==> src/rtl/sale_terminal_pkg.sv <==
// Shared encodings for the sale terminal: command opcodes, error codes and the
// basket sequencer FSM states.
package sale_terminal_pkg;

  localparam int unsigned MaxQtyDefault = 9;

  typedef enum logic [1:0] {
    OpAdd    = 2'd0,
    OpRemove = 2'd1,
    OpClear  = 2'd2,
    OpRsvd   = 2'd3
  } cmd_op_e;

  typedef enum logic [2:0] {
    ErrNone     = 3'd0,
    ErrFull     = 3'd1,
    ErrNotFound = 3'd2,
    ErrZeroQty  = 3'd3,
    ErrQtySat   = 3'd4,
    ErrBadOp    = 3'd5
  } err_code_e;

  typedef enum logic [2:0] {
    StIdle,
    StLookup,
    StWait,
    StCommit,
    StClear
  } state_e;

endpackage

==> src/rtl/basket_entry_file.sv <==
// Basket entry table: valid/ID/qty per slot, parallel ID match, lowest-free-slot
// select and a combinational display read port.
module basket_entry_file #(
  parameter int unsigned MaxItems = 8,
  parameter int unsigned IdW      = 4,
  parameter int unsigned QtyW     = 4,
  parameter int unsigned IdxW     = $clog2(MaxItems)
) (
  input  logic            clk_i,
  input  logic            rst_i,
  input  logic            clr_i,
  input  logic            wr_en_i,
  input  logic [IdxW-1:0] wr_idx_i,
  input  logic [IdW-1:0]  wr_id_i,
  input  logic [QtyW-1:0] wr_qty_i,
  input  logic            inv_en_i,
  input  logic [IdxW-1:0] inv_idx_i,
  input  logic [IdW-1:0]  match_id_i,
  output logic            hit_o,
  output logic [IdxW-1:0] hit_idx_o,
  output logic [QtyW-1:0] hit_qty_o,
  output logic            free_ok_o,
  output logic [IdxW-1:0] free_idx_o,
  input  logic [IdxW-1:0] rd_idx_i,
  output logic            rd_valid_o,
  output logic [IdW-1:0]  rd_id_o,
  output logic [QtyW-1:0] rd_qty_o
);

  logic            valid_q [MaxItems];
  logic [IdW-1:0]  id_q    [MaxItems];
  logic [QtyW-1:0] qty_q   [MaxItems];

  always_ff @(posedge clk_i or posedge rst_i) begin
    if (rst_i) begin
      for (int unsigned i = 0; i < MaxItems; i++) begin
        valid_q[i] <= 1'b0;
        id_q[i]    <= '0;
        qty_q[i]   <= '0;
      end
    end else begin
      for (int unsigned i = 0; i < MaxItems; i++) begin
        if (clr_i) begin
          valid_q[i] <= 1'b0;
        end else if (wr_en_i && wr_idx_i == IdxW'(i)) begin
          valid_q[i] <= 1'b1;
          id_q[i]    <= wr_id_i;
          qty_q[i]   <= wr_qty_i;
        end else if (inv_en_i && inv_idx_i == IdxW'(i)) begin
          valid_q[i] <= 1'b0;
        end
      end
    end
  end

  // IDs are unique among valid entries, so the first hit is the only hit.
  always_comb begin
    hit_o     = 1'b0;
    hit_idx_o = '0;
    hit_qty_o = '0;
    for (int unsigned i = 0; i < MaxItems; i++) begin
      if (!hit_o && valid_q[i] && id_q[i] == match_id_i) begin
        hit_o     = 1'b1;
        hit_idx_o = IdxW'(i);
        hit_qty_o = qty_q[i];
      end
    end
  end

  // Scan downwards so the lowest invalid slot wins.
  always_comb begin
    free_ok_o  = 1'b0;
    free_idx_o = '0;
    for (int i = int'(MaxItems) - 1; i >= 0; i--) begin
      if (!valid_q[i]) begin
        free_ok_o  = 1'b1;
        free_idx_o = IdxW'(i);
      end
    end
  end

  assign rd_valid_o = valid_q[rd_idx_i];
  assign rd_id_o    = id_q[rd_idx_i];
  assign rd_qty_o   = qty_q[rd_idx_i];

endmodule

==> src/rtl/basket_sequencer.sv <==
// Basket command sequencer: latches ADD/REMOVE/CLEAR commands, performs one price
// ROM lookup per command and commits entry, count and running-total updates.
module basket_sequencer
  import sale_terminal_pkg::*;
#(
  parameter int unsigned MAX_ITEMS = 8,
  parameter int unsigned ID_W      = 4,
  parameter int unsigned QTY_W     = 4,
  parameter int unsigned MAX_QTY   = MaxQtyDefault,
  parameter int unsigned PRICE_W   = 8,
  parameter int unsigned TOTAL_W   = 16
) (
  input  logic               CLOCK_50,
  input  logic               RESET,
  input  logic               CMD_Valid,
  input  logic [1:0]         CMD_Op,
  input  logic [ID_W-1:0]    CMD_ID,
  input  logic [QTY_W-1:0]   CMD_Qty,
  output logic               CMD_Ready,
  output logic               CMD_Done,
  output logic               CMD_Err,
  output logic [2:0]         Err_Code,
  output logic [ID_W-1:0]    Price_Addr,
  input  logic [PRICE_W-1:0] Price_Data,
  output logic [3:0]         BasketProductNum,
  output logic [TOTAL_W-1:0] Total,
  input  logic [2:0]         Rd_Index,
  output logic               Rd_Valid,
  output logic [ID_W-1:0]    Rd_ID,
  output logic [QTY_W-1:0]   Rd_Qty
);

  localparam int unsigned IdxW  = $clog2(MAX_ITEMS);
  localparam int unsigned ProdW = QTY_W + PRICE_W;

  state_e               state_q, state_d;
  cmd_op_e              op_q;
  logic [ID_W-1:0]      id_q, addr_q;
  logic [QTY_W-1:0]     qty_q, hit_qty_q;
  logic                 hit_q, free_ok_q;
  logic [IdxW-1:0]      hit_idx_q, free_idx_q;
  logic [PRICE_W-1:0]   price_q;
  logic [TOTAL_W-1:0]   total_q, total_d;
  logic [3:0]           count_q, count_d;

  logic                 hit, free_ok;
  logic [IdxW-1:0]      hit_idx, free_idx;
  logic [QTY_W-1:0]     hit_qty;

  logic                 wr_en, inv_en, clr;
  logic [IdxW-1:0]      wr_idx;
  logic [QTY_W-1:0]     wr_qty, dq;
  logic                 acc_add, acc_sub, err;
  err_code_e            err_code;
  logic [ProdW-1:0]     prod;

  // Saturating-add operands are evaluated one bit wider so the sum cannot wrap.
  logic [QTY_W:0]       sum;
  logic                 sum_sat, qty_sat;
  assign sum     = {1'b0, hit_qty_q} + {1'b0, qty_q};
  assign sum_sat = sum > (QTY_W + 1)'(MAX_QTY);
  assign qty_sat = qty_q > QTY_W'(MAX_QTY);

  always_ff @(posedge CLOCK_50 or posedge RESET) begin
    if (RESET) state_q <= StIdle;
    else       state_q <= state_d;
  end

  always_comb begin
    state_d = state_q;
    unique case (state_q)
      StIdle: begin
        if (CMD_Valid) begin
          unique case (cmd_op_e'(CMD_Op))
            OpAdd, OpRemove: state_d = StLookup;
            OpClear:         state_d = StClear;
            OpRsvd:          state_d = StCommit;
          endcase
        end
      end
      StLookup: state_d = StWait;
      StWait:   state_d = StCommit;
      StCommit: state_d = StIdle;
      StClear:  state_d = StIdle;
      default:  state_d = StIdle;
    endcase
  end

  always_comb begin
    CMD_Ready = (state_q == StIdle);
    CMD_Done  = (state_q == StCommit) || (state_q == StClear);
    CMD_Err   = (state_q == StCommit) && err;
    Err_Code  = CMD_Err ? err_code : ErrNone;
  end

  always_comb begin
    wr_en    = 1'b0;
    inv_en   = 1'b0;
    clr      = (state_q == StClear);
    wr_idx   = hit_idx_q;
    wr_qty   = '0;
    dq       = '0;
    acc_add  = 1'b0;
    acc_sub  = 1'b0;
    err      = 1'b0;
    err_code = ErrNone;
    count_d  = count_q;
    if (state_q == StCommit) begin
      unique case (op_q)
        OpAdd: begin
          if (qty_q == '0) begin
            err      = 1'b1;
            err_code = ErrZeroQty;
          end else if (hit_q) begin
            wr_en   = 1'b1;
            wr_qty  = sum_sat ? QTY_W'(MAX_QTY) : sum[QTY_W-1:0];
            dq      = wr_qty - hit_qty_q;
            acc_add = 1'b1;
            if (sum_sat) begin
              err      = 1'b1;
              err_code = ErrQtySat;
            end
          end else if (!free_ok_q) begin
            err      = 1'b1;
            err_code = ErrFull;
          end else begin
            wr_en   = 1'b1;
            wr_idx  = free_idx_q;
            wr_qty  = qty_sat ? QTY_W'(MAX_QTY) : qty_q;
            dq      = wr_qty;
            acc_add = 1'b1;
            count_d = count_q + 4'd1;
            if (qty_sat) begin
              err      = 1'b1;
              err_code = ErrQtySat;
            end
          end
        end
        OpRemove: begin
          if (hit_q) begin
            inv_en  = 1'b1;
            dq      = hit_qty_q;
            acc_sub = 1'b1;
            count_d = count_q - 4'd1;
          end else begin
            err      = 1'b1;
            err_code = ErrNotFound;
          end
        end
        OpClear, OpRsvd: begin
          err      = 1'b1;
          err_code = ErrBadOp;
        end
      endcase
    end
    prod = ProdW'(dq) * ProdW'(price_q);
    if (clr) begin
      total_d = '0;
      count_d = '0;
    end else if (acc_add) begin
      total_d = total_q + TOTAL_W'(prod);
    end else if (acc_sub) begin
      total_d = total_q - TOTAL_W'(prod);
    end else begin
      total_d = total_q;
    end
  end

  always_ff @(posedge CLOCK_50 or posedge RESET) begin
    if (RESET) begin
      op_q       <= OpAdd;
      id_q       <= '0;
      qty_q      <= '0;
      hit_q      <= 1'b0;
      hit_idx_q  <= '0;
      hit_qty_q  <= '0;
      free_ok_q  <= 1'b0;
      free_idx_q <= '0;
      price_q    <= '0;
      addr_q     <= '0;
      total_q    <= '0;
      count_q    <= '0;
    end else begin
      if (state_q == StIdle && CMD_Valid) begin
        op_q  <= cmd_op_e'(CMD_Op);
        id_q  <= CMD_ID;
        qty_q <= CMD_Qty;
      end
      if (state_q == StLookup) begin
        addr_q     <= id_q;
        hit_q      <= hit;
        hit_idx_q  <= hit_idx;
        hit_qty_q  <= hit_qty;
        free_ok_q  <= free_ok;
        free_idx_q <= free_idx;
      end
      if (state_q == StWait) price_q <= Price_Data;
      total_q <= total_d;
      count_q <= count_d;
    end
  end

  assign Price_Addr       = addr_q;
  assign Total            = total_q;
  assign BasketProductNum = count_q;

  basket_entry_file #(
    .MaxItems (MAX_ITEMS),
    .IdW      (ID_W),
    .QtyW     (QTY_W),
    .IdxW     (IdxW)
  ) u_entries (
    .clk_i      (CLOCK_50),
    .rst_i      (RESET),
    .clr_i      (clr),
    .wr_en_i    (wr_en),
    .wr_idx_i   (wr_idx),
    .wr_id_i    (id_q),
    .wr_qty_i   (wr_qty),
    .inv_en_i   (inv_en),
    .inv_idx_i  (hit_idx_q),
    .match_id_i (id_q),
    .hit_o      (hit),
    .hit_idx_o  (hit_idx),
    .hit_qty_o  (hit_qty),
    .free_ok_o  (free_ok),
    .free_idx_o (free_idx),
    .rd_idx_i   (Rd_Index),
    .rd_valid_o (Rd_Valid),
    .rd_id_o    (Rd_ID),
    .rd_qty_o   (Rd_Qty)
  );

endmodule

==> config.mk <==
export PLATFORM = sky130hd
export DESIGN_NAME = basket_sequencer
export DESIGN_NICKNAME = d
export VERILOG_FILES = /design/src/rtl/sale_terminal_pkg.sv /design/src/rtl/basket_entry_file.sv /design/src/rtl/basket_sequencer.sv
export SDC_FILE = /design/constraint.sdc
export NUM_CORES = 1
export LEC_CHECK = 0
export BUFFER_PORTS_ARGS = -buffer_cell sky130_fd_sc_hd__buf_4
export CAP_MARGIN = 20
export CORE_ASPECT_RATIO = 1.75
export CORE_MARGIN = 3
export CORE_UTILIZATION = 30
export CTS_BUF_LIST = sky130_fd_sc_hd__clkbuf_16
export DETAILED_ROUTE_END_ITERATION = 6
export SYNTH_ARGS = -nofsm -noshare
export SYNTH_HDL_FRONTEND = slang
export SYNTH_SLANG_ARGS = --single-unit
==> constraint.sdc <==
create_clock -name CLOCK_50 -period 8.06 [get_ports CLOCK_50]
set_input_delay 0 -clock CLOCK_50 [delete_from_list [all_inputs] [get_ports CLOCK_50]]
set_output_delay 0 -clock CLOCK_50 [all_outputs]
set_load 0.01 [all_outputs]
==> results.tsv, run 1 <==
stage	metric	value	unit
setup_path	highest-delay cell along the critical path	fa_1	
logic_synthesis	Netlist cell types	66	
cts	Clk Latency, worst-skew pair	0.44	ns
sta	hold slack	0.227	ns
run_status	outcome	finished, final reports clean	
cts	CTS clk-pin slew, worst paths	0.06	ns
sta	Tmin final	8.05	ns
detailed_routing	drt total wl	24.3	mm
sta	Slew @ Worst Pin	1.08	ns
cells_and_area	fraction of layout cells with a size suffix above 1	0.297	
flow_run	maxcap violations	0	
floorplan	Die Y	232	um
cells_and_area	Final nets	1059	
detailed_routing	Iter 0 DRT Violations	357	
global_route	gr usage total	0.159	
power	Cell Pwr Density	406	mW/mm2
sta	fin worst setup slack	0.0116	ns
cts	Bufs on Longest Clock Path	2	
sta	# setup viols final	0	
cts	TritonCTS clock tree	built	
detailed_routing	DR vias	6956	
logic_synthesis	asr flop ratio synth	1.00	
detailed_routing	DR pass1 iterations	5	
cells_and_area	commonest non-fill, non-tap cell in the layout	dfrtp_1	
detailed_routing	DRC	0	
power	P_leak	5.08	nW
setup_path	worst path arrival time	8.35	ns
floorplan	I/O pins	63	
logic_synthesis	ys flop type	dfrtp_1	
min_path	HP Class	input port to async pin	
setup_path	crit end category	flip-flop	
detailed_routing	vias per cell	5.09	
floorplan	core area	0.0287	mm2
power	Sw Ratio	0.420	
sta	Layout Skew	0.0121	ns
sta	unrepaired setup endpoints after global routing	true	
setup_path	worst r2r path cells	40	
power	Flop pwr share	0.269	
cells_and_area	Ant. Diodes	0	
power	Net Sw Power	1.86	mW
cts	CTS Sinks	129	
power	logic gate share of total power	0.562	
setup_path	Reg2Reg Capture Point	Total[15]	
logic_synthesis	sequential fraction of the synthesis area	0.368	
setup_path	crit start category	flip-flop	
logic_synthesis	FF+latch count, synth	129	
detailed_routing	post-route ant nets	0	
global_route	GR Overflow Total	0	
logic_synthesis	syn avg cell area	10.2	um2
cts	TritonCTS Buffers	17	
setup_path	Crit Path Category	flip-flop to flip-flop	
floorplan	Initial Util	0.305	
sta	Slew Limit Fails	0	
logic_synthesis	Post-Synthesis Cells	857	
logic_synthesis	synth warn	0	
global_route	vias in the first global route	7271	
floorplan	Die Wd	135	um
setup_path	CP Max Fanout	7	
placed_design	GPL Wtd Cong	0.877	
power	Worst VDD drop	0.204	mV
sta	Fmax achieved	0.124	GHz
placed_design	dpl ws	-0.259	ns
setup_path	Worst path max stage delay	0.52	ns
cells_and_area	commonest non-fill, non-tap cells in the layout	dfrtp_1, buf_4, mux2_2	
logic_synthesis	Post-Syn Area	0.00876	mm2
cts	Root Driver	clkbuf_16	
global_route	initial antenna violation count	0	
power	clock share of power	0.169	
setup_path	worst reg-to-reg setup slack	0.01	ns
power	P_int	2.56	mW
placed_design	port bufs	62	
setup_path	r2r startpoint	qty_q[0]	
sta	final hold viol count	0	
cts	H-tree depth	4	
setup_path	Critical Path RT	8.36	ns
sta	Slew Limit Headroom	0.276	
floorplan	die area	0.0314	mm2
detailed_routing	WL/cell	17.8	um
global_route	first-pass GRT wire length	38.6	mm
global_route	largest net degree at the start of global routing	80	
logic_synthesis	number of synthesized flops with an enable pin	0	
placed_design	HPWL Detailed	18.5	mm
sta	Final Cycle Share	0.999	
logic_synthesis	Syn Nets	939	
cells_and_area	area delta synth->final	24.2	%
floorplan	Cell Rows	82	
setup_path	Top cell by count, worst path	a21oi_2	
logic make-up (layout without fill, tap and decap cells):
| kind of cell | count (synthesis) | count (layout) | share of synthesized area |
|---|---|---|---|
| AOI/OAI and AO/OA | 146 | 146 | 0.111 |
| adders and majority gates | 58 | 58 | 0.0965 |
| muxes | 109 | 109 | 0.163 |
| xor gates and xnor gates | 69 | 69 | 0.0690 |
| buffers and inverters | 79 | 211 | 0.0343 |
| and+or+nand+nor | 267 | 267 | 0.158 |
| DFF | 129 | 129 | 0.368 |
per-stage QoR:
step / area (um2) / setup TNS (ns) / cells / util / total power [mW]
finish: 10900 / 0 / 1367 / 0.379 / 4.42
global route: 10900 / -0.510 / 1367 / 0.379 / 4.78
CTS: 10800 / -0.0782 / 1362 / 0.375 / 4.38
detailed placement: 9940 / -0.259 / 1305 / 0.346 / 3.55
global placement: 9940 / -0.0247 / 1305 / 0.346 / 3.50
floorplan: 8810 / 0 / 857 / - / 2.77
worst max path at each step:
stage | slack [ns] | depth (start not counted) | end | startpoint
after floorplan | 0.01 | 38 | Total[15] | hit_qty_q[0]
final | 0.01 | 40 | Total[15] | qty_q[0]
after global routing | -0.45 | 41 | Total[15] | qty_q[0]
after global placement | -0.02 | 39 | Total[15] | qty_q[0]
after detailed placement | -0.26 | 39 | Total[15] | qty_q[0]
after CTS | -0.08 | 40 | Total[15] | qty_q[0]
power by group through the flow:
| stage | registers [mW] | clock network, mW | logic, mW |
|---|---|---|---|
| after floorplan | 1.06 | 0 | 1.71 |
| after global routing | 1.23 | 0.795 | 2.75 |
| after detailed placement | 1.20 | 0 | 2.35 |
| final | 1.19 | 0.748 | 2.49 |
| after global placement | 1.19 | 0 | 2.31 |
| after CTS | 1.19 | 0.769 | 2.43 |
critical path, delay by kind of cell (launching register included):
kind	cells	cell delay [ns]
simple gates	8	1.30
buf+inv	6	0.50
flops	1	0.36
compound gates	14	2.59
xor+xnor	5	0.73
fa+ha+maj	7	2.44
timing repair:
action,4_1_cts,5_1_grt
setup endpoints to repair,1,5
gates resized for setup,8,16
pin swaps,27,24
hold buffers,20,0
hold endpoints to repair,71,0
setup buffers,6,3
sequential cells by signal, indices dropped and copies added (netlist names), 8 cells and up:
name               flops
Total                 16
u_entries.valid_q      8
u_entries.id_q        32
u_entries.qty_q       32
price_q                8
synth_stat cells (3+ instances only):
cell | instances | area, um2
o31ai_1 | 4 | 30.0
nor2_1 | 47 | 176
xnor2_1 | 27 | 236
a22oi_1 | 6 | 45.0
nand2b_1 | 12 | 75.1
nor4b_1 | 3 | 26.3
o21ai_0 | 36 | 180
nor3b_1 | 7 | 52.6
nand2_1 | 72 | 270
nor3_1 | 14 | 70.1
nor4_1 | 10 | 62.6
or3_1 | 6 | 37.5
a21o_1 | 12 | 90.1
a211oi_1 | 4 | 30.0
and2_1 | 31 | 194
xor2_1 | 42 | 368
a31oi_1 | 7 | 43.8
a21boi_0 | 3 | 22.5
buf_1 | 3 | 11.3
nand3_1 | 32 | 160
a222oi_1 | 7 | 70.1
o211ai_1 | 3 | 22.5
nor2b_1 | 11 | 68.8
dfrtp_1 | 129 | 3230
buf_2 | 3 | 15.0
nand4_1 | 5 | 31.3
and3_1 | 3 | 18.8
mux4_2 | 18 | 405
mux2_2 | 89 | 1000
fa_1 | 16 | 320
a31o_2 | 4 | 35.0
ha_1 | 42 | 526
inv_1 | 45 | 169
a21oi_1 | 36 | 180
clkbuf_1 | 28 | 105
per-layer routing:
layer / wire length [um] / global-route usage / up-vias
li1: - / - / 3316
met3: 699 / 0.0314 / 51
met4: 917 / 0.0716 / 0
met2: 14000 / 0.312 / 121
met1: 8660 / 0.158 / 3468
met5: 0 / 0 / -
layout make-up:
class | count | area [um2]
Clock buffer | 17 | 425
Timing Repair Buffer | 135 | 1090
Multi-Input combinational cell | 649 | 5360
Inverter | 45 | 171
Tap cell | 378 | 473
Clock inverter | 14 | 129
Sequential cell | 129 | 3230
Fill cell | 2842 | 17800
(Power assumes the default switching activity.)
==> run 2, diff against run 1 <==
--- a/config.mk
+++ b/config.mk
@@ -8,7 +8,7 @@
 export BUFFER_PORTS_ARGS = -buffer_cell sky130_fd_sc_hd__buf_4
 export CAP_MARGIN = 20
 export CORE_ASPECT_RATIO = 1.75
-export CORE_MARGIN = 3
+export CORE_MARGIN = 4
 export CORE_UTILIZATION = 30
 export CTS_BUF_LIST = sky130_fd_sc_hd__clkbuf_16
 export DETAILED_ROUTE_END_ITERATION = 6
==> run 2 against run 1 <==
Compared with the run above: non-clock buffer count up 1; critical path depth increased by 1; fmax rose by 0.70%; clock-buffer cell count unchanged; design area is 0.29% higher; clock power increased by 4.5%; total power is 0.72% higher; clock skew shrank 0.0021 ns; via count rose by 1.0%; cell count rose by 0.15%; setup slack improved by 0.056 ns; die area up 2.4%.
==> results.tsv, run 2 (synthesis gave the netlist of run 1 again) <==
stage	metric	value	unit	change
run_status	outcome	finished, final reports clean		
sta	Tmin final	7.99	ns	-0.0557 ns
cells_and_area	Final nets	1060		+0.094%
cells_and_area	commonest non-fill, non-tap cells in the layout	dfrtp_1, buf_4, mux2_2		
setup_path	worst reg-to-reg setup slack	0.07	ns	+0.06 ns
sta	Layout Skew	0.0100	ns	-0.00211 ns
floorplan	Cell Rows	82		unchanged
cts	TritonCTS Buffers	17		unchanged
sta	Final Cycle Share	0.992		-0.00691
power	Cell Pwr Density	408	mW/mm2	+0.43%
setup_path	delay-heaviest family, CP	adder cells		
placed_design	Placed Cells	1304		-0.077%
min_path	HP Class	input port to async pin		
detailed_routing	WL/cell	17.9	um	+0.66%
setup_path	worst path arrival time	8.31	ns	-0.04 ns
cells_and_area	commonest non-fill, non-tap cell in the layout	dfrtp_1		
cts	Bufs on Longest Clock Path	2		unchanged
cts	H-tree depth	4		unchanged
cts	CTS Sinks	129		unchanged
placed_design	area post-placement	0.00994	mm2	about the same
cts	TritonCTS clock tree	built		
global_route	gr usage total	0.159		-0.000929
sta	# setup viols final	0		unchanged
sta	Slew Limit Headroom	0.289		+0.0132
floorplan	I/O pins	63		unchanged
cells_and_area	Final Cell Area	0.0109	mm2	+0.29%
setup_path	Top cell by count, worst path	buf_4		
detailed_routing	DRC	0		unchanged
cells_and_area	Ant. Diodes	0		unchanged
detailed_routing	post-route ant nets	0		unchanged
placed_design	GPL Wtd Cong	0.855		-2.6%
cts	Root Driver	clkbuf_16		
setup_path	crit path launch	qty_q[0]		
setup_path	crit start category	flip-flop		
detailed_routing	drt total wl	24.5	mm	+0.81%
placed_design	port bufs	62		unchanged
cts	CTS clk-pin slew, worst paths	0.07	ns	about the same
global_route	initial antenna violation count	0		unchanged
setup_path	highest-delay cell along the critical path	fa_1		
sta	hold slack	0.273	ns	+0.0451 ns
floorplan	core area	0.0287	mm2	unchanged
global_route	first-pass GRT wire length	38.5	mm	about the same
setup_path	r2r startpoint	qty_q[0]		
floorplan	Initial Util	0.305		unchanged
setup_path	Worst path max stage delay	0.51	ns	about the same
global_route	vias in the first global route	7293		+0.30%
setup_path	CP Max Fanout	4		-3
detailed_routing	DR vias	7029		+1.0%
sta	Fmax achieved	0.125	GHz	+0.70%
detailed_routing	DR pass1 iterations	5		unchanged
flow_run	maxcap violations	0		unchanged
detailed_routing	vias per cell	5.13		+0.90%
power	P_leak	5.10	nW	+0.49%
global_route	GR Overflow Total	0		unchanged
sta	Slew Limit Fails	0		unchanged
power	total power	4.45	mW	+0.72%
cts	Clk Latency, worst-skew pair	0.44	ns	about the same
cells_and_area	fillers	2857		+0.53%
setup_path	Crit Path Category	flip-flop to flip-flop		
sta	final hold viol count	0		unchanged
floorplan	die area	0.0321	mm2	+2.4%
setup_path	Critical Path RT	8.38	ns	+0.02 ns
cells_and_area	fraction of layout cells with a size suffix above 1	0.298		+0.000409
power	Worst VDD drop	0.210	mV	+3.2%
setup_path	crit end category	flip-flop		
detailed_routing	Iter 0 DRT Violations	358		+0.28%
cells_and_area	final cell count without fillers	1369		+0.15%
floorplan	Die Wd	137	um	+1.5%
global_route	largest net degree at the start of global routing	73		-8.8%
floorplan	Die Y	234	um	+0.86%
cells_and_area	area delta synth->final	24.5	%	
sta	unrepaired setup endpoints after global routing	true		
placed_design	HPWL Detailed	18.8	mm	+1.6%
sta	Slew @ Worst Pin	1.06	ns	-0.0264 ns
setup_path	worst path buffer plus inverter count	9		+3
run 2: path summary, 6_finish.rpt:
path	to	cells after the start
worst max register to register	Total[15]	41
min in group CLOCK_50	id_q[1]	3
worst max-delay path	Total[15]	41
max in group asynchronous	u_entries.id_q[22]	4
worst min-delay path	Price_Addr[0]	3
worst min register to register	Price_Addr[0]	2
run 2: power breakdown:
part           internal [mW]  switching [mW]  leakage [nW]
clock network          0.439           0.344         0.280
logic                   1.26            1.23          3.13
registers              0.874           0.316          1.69
total                   2.57            1.89          5.10
run 2: layout make-up:
| class | instances | area, um2 | area share |
|---|---|---|---|
| clock buffers | 17 | 425 | 0.0390 |
| clock inverters | 15 | 164 | 0.0150 |
| inverters | 45 | 171 | 0.0157 |
| multi-input cells | 649 | 5370 | 0.492 |
| flip-flops and latches | 129 | 3230 | 0.296 |
| well taps | 378 | 473 | 0.0433 |
| repair buffers | 136 | 1080 | 0.0992 |
run 2: tightest hold or removal path, stage by stage:
cell,delay [ns]
dlygate4sd3_1,0.54
buf_4,0.14
inv_4,0.55
run 2: metal layers:
metal / routed length (um) / up-vias / track usage
met5: 0 / - / 0
met4: 1290 / 0 / 0.0943
met1: 8610 / 3518 / 0.158
li1: - / 3312 / -
met2: 13900 / 145 / 0.299
met3: 674 / 54 / 0.0281
run 2: stage by stage:
stage	TNS, ns	setup WS [ns]	utilization
floorplan	0	0.0129	-
global placement	0	0.00273	0.346
detailed placement	-0.157	-0.157	0.346
CTS	-0.0515	-0.0515	0.376
global route	-0.389	-0.389	0.380
finish	0	0.0674	0.380
run 2: repair_timing:
action / in CTS / in global routing
pin swaps: 28 / 27
gates resized for setup: 9 / 11
buffers inserted: 7 / 4
endpoints found under the setup margin: 1 / 5
cloned: 0 / 0
hold endpoints to repair: 78 / 0
hold buffers: 20 / 0
